==> config.mk <==
export PLATFORM = sky130hd
export DESIGN_NAME = regfile_debug_scanner
export DESIGN_NICKNAME = d
export VERILOG_FILES = /design/src/rtl/regfile_debug_scanner.sv
export SDC_FILE = /design/constraint.sdc
export NUM_CORES = 1
export LEC_CHECK = 0
export CAP_MARGIN = 5
export CORE_MARGIN = 5
export CORE_UTILIZATION = 45
export DETAILED_ROUTE_END_ITERATION = 10
export PLACE_DENSITY = 0.92
export SLEW_MARGIN = 5
export SYNTH_ARGS = -nofsm -noshare
export SYNTH_HDL_FRONTEND = slang
export SYNTH_SLANG_ARGS = --single-unit
==> constraint.sdc <==
create_clock -name clock_debug -period 5.1 [get_ports clock_debug]
set_clock_uncertainty 0.1 [all_clocks]
set_input_delay 1.02 -clock clock_debug [delete_from_list [all_inputs] [get_ports clock_debug]]
set_output_delay 1.02 -clock clock_debug [all_outputs]
set_load 0.05 [all_outputs]
==> src/rtl/regfile_debug_scanner.sv <==
// regfile_debug_scanner
//
// Walks the register file's debug read port and streams the register
// contents to a downstream consumer (UART formatter, display driver) over a
// valid/ready handshake. Everything runs on clock_debug.
//
// Modes (captured together with start):
//   single=0 : full dump, registers 0..NUM_REGS-1 in ascending order
//   single=1 : one register, single_addr
//
// Optional build macro REGDBG_CHECKSUM_EN:
//   When defined, a checksum word (XOR of every register word that was
//   transferred) follows the last register word. That word has out_is_csum=1,
//   out_index=0 and carries out_last instead of the final register word.
//   When undefined, out_is_csum is constant 0.
//
// Handshake: out_data/out_index/out_last/out_is_csum are meaningful while
// out_valid=1 and stay stable until a transfer, which happens on a posedge
// with out_valid=1 and out_ready=1. out_valid never drops without a transfer
// (reset excepted).
//
// Ports:
//   clock_debug  in   debug clock, posedge
//   reset        in   asynchronous, active-high
//   start        in   begin a scan (only looked at while idle)
//   single       in   1 = single-register read, 0 = full dump
//   single_addr  in   register for single mode
//   dbg_addr     out  register file read_address_debug (registered)
//   dbg_data     in   register file data_out_debug
//   out_valid    out  output word valid
//   out_ready    in   consumer accepts the word
//   out_data     out  register value (or checksum)
//   out_index    out  register index of out_data
//   out_last     out  final word of the scan
//   out_is_csum  out  word is the checksum
//   busy         out  scan in progress
//   done         out  one-cycle pulse after the final transfer
//   fsm_state    out  current FSM state (0 IDLE, 1 WAIT, 2 PRESENT, 3 FINISH)
module regfile_debug_scanner #(
    parameter int NUM_REGS = 32,
    parameter int ADDR_W   = 5,
    parameter int DATA_W   = 32,
    parameter int READ_LAT = 2
) (
    input  logic              clock_debug,
    input  logic              reset,
    input  logic              start,
    input  logic              single,
    input  logic [ADDR_W-1:0] single_addr,
    output logic [ADDR_W-1:0] dbg_addr,
    input  logic [DATA_W-1:0] dbg_data,
    output logic              out_valid,
    input  logic              out_ready,
    output logic [DATA_W-1:0] out_data,
    output logic [ADDR_W-1:0] out_index,
    output logic              out_last,
    output logic              out_is_csum,
    output logic              busy,
    output logic              done,
    output logic [1:0]        fsm_state
);

    localparam int                CNT_W    = $clog2(READ_LAT + 1);
    localparam logic [ADDR_W-1:0] LAST_IDX = ADDR_W'(NUM_REGS - 1);
    localparam logic [ADDR_W-1:0] ADDR_ONE = ADDR_W'(1);
    localparam logic [CNT_W-1:0]  CNT_LOAD = CNT_W'(READ_LAT);
    localparam logic [CNT_W-1:0]  CNT_ONE  = CNT_W'(1);

    typedef enum logic [1:0] {
        S_IDLE    = 2'd0,
        S_WAIT    = 2'd1,
        S_PRESENT = 2'd2,
        S_FINISH  = 2'd3
    } state_t;

    state_t            state;
    state_t            state_next;
    logic [ADDR_W-1:0] cur;
    logic [ADDR_W-1:0] end_idx;
    logic [ADDR_W-1:0] first_idx;
    logic [CNT_W-1:0]  wait_cnt;
    logic              xfer;
    logic              at_end;
    logic              capture;
    logic              advance;
    logic              final_xfer;

    assign fsm_state = state;
    assign xfer      = out_valid & out_ready;
    assign at_end    = (cur == end_idx);
    assign capture   = (state == S_WAIT) && (wait_cnt == CNT_ONE);
    assign first_idx = single ? single_addr : '0;

    // More registers to read after this word: reload the read pipeline.
    assign advance = (state == S_PRESENT) && xfer && !at_end;

`ifdef REGDBG_CHECKSUM_EN
    logic [DATA_W-1:0] csum;
    logic              emit_csum;

    // The last register word is followed by the checksum word, so only the
    // checksum transfer ends the scan.
    assign emit_csum  = (state == S_PRESENT) && xfer && at_end && !out_is_csum;
    assign final_xfer = (state == S_PRESENT) && xfer && out_is_csum;
`else
    assign out_is_csum = 1'b0;
    assign final_xfer  = (state == S_PRESENT) && xfer && at_end;
`endif

    always_ff @(posedge clock_debug or posedge reset) begin
        if (reset) state <= S_IDLE;
        else       state <= state_next;
    end

    always_comb begin
        state_next = state;
        case (state)
            S_IDLE:    if (start) state_next = S_WAIT;
            S_WAIT:    if (wait_cnt == CNT_ONE) state_next = S_PRESENT;
            S_PRESENT: begin
                if (final_xfer)   state_next = S_FINISH;
                else if (advance) state_next = S_WAIT;
            end
            S_FINISH:  state_next = S_IDLE;
            default:   state_next = S_IDLE;
        endcase
    end

    always_ff @(posedge clock_debug or posedge reset) begin
        if (reset) begin
            dbg_addr  <= '0;
            out_valid <= 1'b0;
            out_data  <= '0;
            out_index <= '0;
            out_last  <= 1'b0;
            busy      <= 1'b0;
            done      <= 1'b0;
            cur       <= '0;
            end_idx   <= '0;
            wait_cnt  <= '0;
`ifdef REGDBG_CHECKSUM_EN
            out_is_csum <= 1'b0;
            csum        <= '0;
`endif
        end else begin
            done <= 1'b0;
            case (state)
                S_IDLE: begin
                    if (start) begin
                        cur      <= first_idx;
                        end_idx  <= single ? single_addr : LAST_IDX;
                        dbg_addr <= first_idx;
                        wait_cnt <= CNT_LOAD;
                        busy     <= 1'b1;
`ifdef REGDBG_CHECKSUM_EN
                        csum     <= '0;
`endif
                    end
                end
                S_WAIT: begin
                    // dbg_addr was updated READ_LAT edges ago; the register
                    // file's registered read output is valid on this edge.
                    wait_cnt <= wait_cnt - CNT_ONE;
                    if (capture) begin
                        out_data  <= dbg_data;
                        out_index <= cur;
                        out_valid <= 1'b1;
`ifdef REGDBG_CHECKSUM_EN
                        out_last    <= 1'b0;
                        out_is_csum <= 1'b0;
`else
                        out_last    <= at_end;
`endif
                    end
                end
                S_PRESENT: begin
                    if (final_xfer) begin
                        out_valid <= 1'b0;
                        busy      <= 1'b0;
                        done      <= 1'b1;
                    end else if (advance) begin
                        cur       <= cur + ADDR_ONE;
                        dbg_addr  <= cur + ADDR_ONE;
                        wait_cnt  <= CNT_LOAD;
                        out_valid <= 1'b0;
`ifdef REGDBG_CHECKSUM_EN
                        csum      <= csum ^ out_data;
`endif
                    end
`ifdef REGDBG_CHECKSUM_EN
                    else if (emit_csum) begin
                        // out_valid stays high: the checksum word follows
                        // the last register word without a gap.
                        out_data    <= csum ^ out_data;
                        out_index   <= '0;
                        out_is_csum <= 1'b1;
                        out_last    <= 1'b1;
                    end
`endif
                end
                default: ;
            endcase
        end
    end

endmodule
==> reports/results.tsv <==
stage	metric	value	unit
clock_network	H-tree depth	2	
critical_path	crit path cell chain	clkdlybuf4s50_1	
critical_path	Worst path max stage delay	910	ps
global_route	first-pass GRT wire length	9080	um
cells_and_area	Fillers	418	
synth	dominant synthesized flop cell	dfrtp_1	
critical_path	Buf+Inv Stages, Crit Path	1	
sta	setup tns final	0	ps
pwr	pwr/cell area	738	mW/mm2
cells_and_area	most common cell after layout, fill and taps aside	clkdlybuf4s50_1	
synth	cell taking the most area after synthesis	dfrtp_1	
drt	wire per inst	15.5	um
synth	Distinct cells, synth	40	
cells_and_area	fin nets	322	
pwr	Pleak	1.41	nW
global_route	pin count of the biggest net entering global routing	56	
global_route	vias in the first global route	1800	
critical_path	R2R Setup Slk	2730	ps
cells_and_area	Layout area overhead	41.5	%
sta	unrepaired setup endpoints after global routing	no	
synth	Yosys top cell area share	0.573	
critical_path	Crit Path Class	register to output port	
cells_and_area	most frequent cells in the layout	89 x clkdlybuf4s50_1, 55 x dfrtp_1, 36 x mux2_2	
pwr	Worst VDD drop	0.000382	V
critical_path	Worst Setup SP	fsm_state[1]	
floorplanning	Ports	91	
sta	Final Setup Violations	0	
critical_path	CP max FO	11	
drt	Post-route DRC	0	
placement	RePlAce Congestion	0.854	
clock_network	post-CTS sizing	0	
sta	fin crit period	2920	ps
sta	final setup margin	2180	ps
status	outcome	finished clean	
critical_path	crit path capture	fsm_state[1]	
sta	final-report hold violation count	0	
clock_network	hold_buf cts	0	
clock_network	Max Buffers Root-to-Sink	2	
drt	Via density	5.12	
critical_path	CP max stage cell	clkdlybuf4s50_1	
run	Max Cap Viol	0	
clock_network	TritonCTS buffer count	5	
synth	asr flop ratio synth	1.00	
placement	port buffer count	89	
sta	Slew @ Worst Pin	1050	ps
critical_path	critical path arrival	1800	ps
placement	Setup WS pre-CTS	2110	ps
synth	Synth Instances	193	
floorplanning	std cell rows	26	
critical_path	Critical Path Sink Type	output port	
drt	WL final	5410	um
sta	Final Cycle Share	0.572	
clock_network	Clock Latency Late Sink	300	ps
synth	register area share after synthesis	0.573	
critical_path	CP Launch Type	register	
synth	#FFs+latches synth	55	
sta	FMAX	343	MHz
synth	YS warnings	0	
sta	Slew HR	0.302	
clock_network	number of post-CTS setup repair buffers	0	
clock_network	CTS tree	yes	
floorplanning	total core area	0.00514	mm2
clock_network	Clock transition at path regs	90	ps
synth	Avg Inst Size Synth	12.4	um2
drt	TritonRoute pass-1 iters	4	
critical_path	R2R Path Start	fsm_state[1]	
global_route	Tot GR Track Use	0.160	
drt	1st-iter DRT viols	79	
cells_and_area	Inserted Diodes	0	
critical_path	delay-heaviest family, CP	buffers and inverters	
synth	Post-synth EDFFs	0	
critical_path	r2r endpoint	out_data[3]	
drt	post-route ant nets	0	
sta	max-slew violations	0	
floorplanning	Die Wd	83.1	um
clock_network	root buf cell	clkbuf_8	
floorplanning	die area	0.00690	mm2
synth	largest cells by area after synthesis	dfrtp_1 57%, mux2_2 17%, nand2_1 2.0%, a31oi_1 1.8%, inv_1 1.6%	
clock_network	clock sinks	55	
critical_path	cell depth of the worst setup path	1	
cells_and_area	layout cell share with drive strength beyond 1	0.183	
drt	routed via count	1786	
floorplanning	Die Y	83.1	um
critical_path	Reg2Reg Depth	3	
floorplanning	Initial Util	0.467	
synth	post-synthesis cell area	0.00240	mm2
global_route	GR Overflow Total	0	
placement	HPWL Detailed	3990	um
critical_path	Worst EP required	3980	ps
synth	Synth Net Count	237	
worst_hold_path	Worst Hold Class	register to register	
global_route	initial antenna violation count	0	
## metrics by stage
step	area, um2	total power, mW	hold WS (ps)	utilization	std cells
3_5_place_dp	3310	2.30	382	0.645	341
4_1_cts	3400	2.54	408	0.661	349
6_report	3400	2.51	405	0.661	349
5_1_grt	3400	2.65	422	0.661	349
2_1_floorplan	2400	1.82	423	-	193
3_3_place_gp	3310	2.26	365	0.645	341
## cells in the mapped netlist, types with 2 or more instances
master,count
nand3_1,5
buf_2,5
a31oi_1,7
o21ai_0,5
ha_1,2
mux2_2,36
nand4_1,3
nor3_1,4
inv_1,10
dfrtp_1,55
buf_6,3
xor2_1,4
nor2_1,8
o22ai_1,2
mux2i_1,2
nand2_1,13
a21oi_1,5
or3_1,2
## worst min path at each step
stage,to,depth (start not counted),from,slack [ps]
2_1_floorplan,wait_cnt[1],2,wait_cnt[1],420
3_3_place_gp,out_last,2,out_last,360
3_5_place_dp,out_last,2,out_last,380
4_1_cts,out_last,2,out_last,410
5_1_grt,out_data[0],1,out_data[0],420
6_report,out_last,2,out_last,400
## state kept, by name, indices dropped and copies added, names as in the netlist
name / count
out_data: 32
cur: 5
end_idx: 5
out_index: 5
fsm_state: 2
wait_cnt: 2
busy: 1
done: 1
out_last: 1
out_valid: 1
## power by group
group / total [mW] / internal, mW / switching [mW]
clock: 0.229 / 0.0962 / 0.133
combinational: 1.49 / 0.562 / 0.926
sequential: 0.792 / 0.641 / 0.151
total: 2.51 / 1.30 / 1.21
## worst register-to-register path: stages, from the launching register on
cell and delay (ps):
dfrtp_1 530, inv_1 190, nand3_2 810, mux2_2 630
## area by class of cell
class | instances | area (um2) | share of cell area
clock buffer | 6 | 72.6 | 0.0213
sequential | 55 | 1380 | 0.405
inverter | 10 | 37.5 | 0.0110
multi-input combinational | 116 | 915 | 0.269
timing repair buffer | 90 | 898 | 0.264
clock inverter | 2 | 12.5 | 0.00368
tap | 70 | 87.6 | 0.0258
## layer usage
| layer | track usage | share of wire | vias to the layer above |
|---|---|---|---|
| met5 | 0 | 0 | - |
| met4 | 0.0312 | 0.011 | 0 |
| met3 | 0.0436 | 0.053 | 6 |
| met2 | 0.280 | 0.51 | 60 |
| met1 | 0.198 | 0.42 | 877 |
| li1 | - | - | 843 |
## cell families after synthesis
| family | share of synthesized area |
|---|---|
| flip-flops | 0.573 |
| buffers and inverters | 0.0484 |
| multiplexers | 0.177 |
| adder cells (fa/ha/maj) | 0.0104 |
| AND/OR/NAND/NOR | 0.102 |
| other | 0.00156 |
| AO/OA/AOI/OAI | 0.0693 |
| XOR/XNOR | 0.0182 |
(Power assumes the default switching activity.)
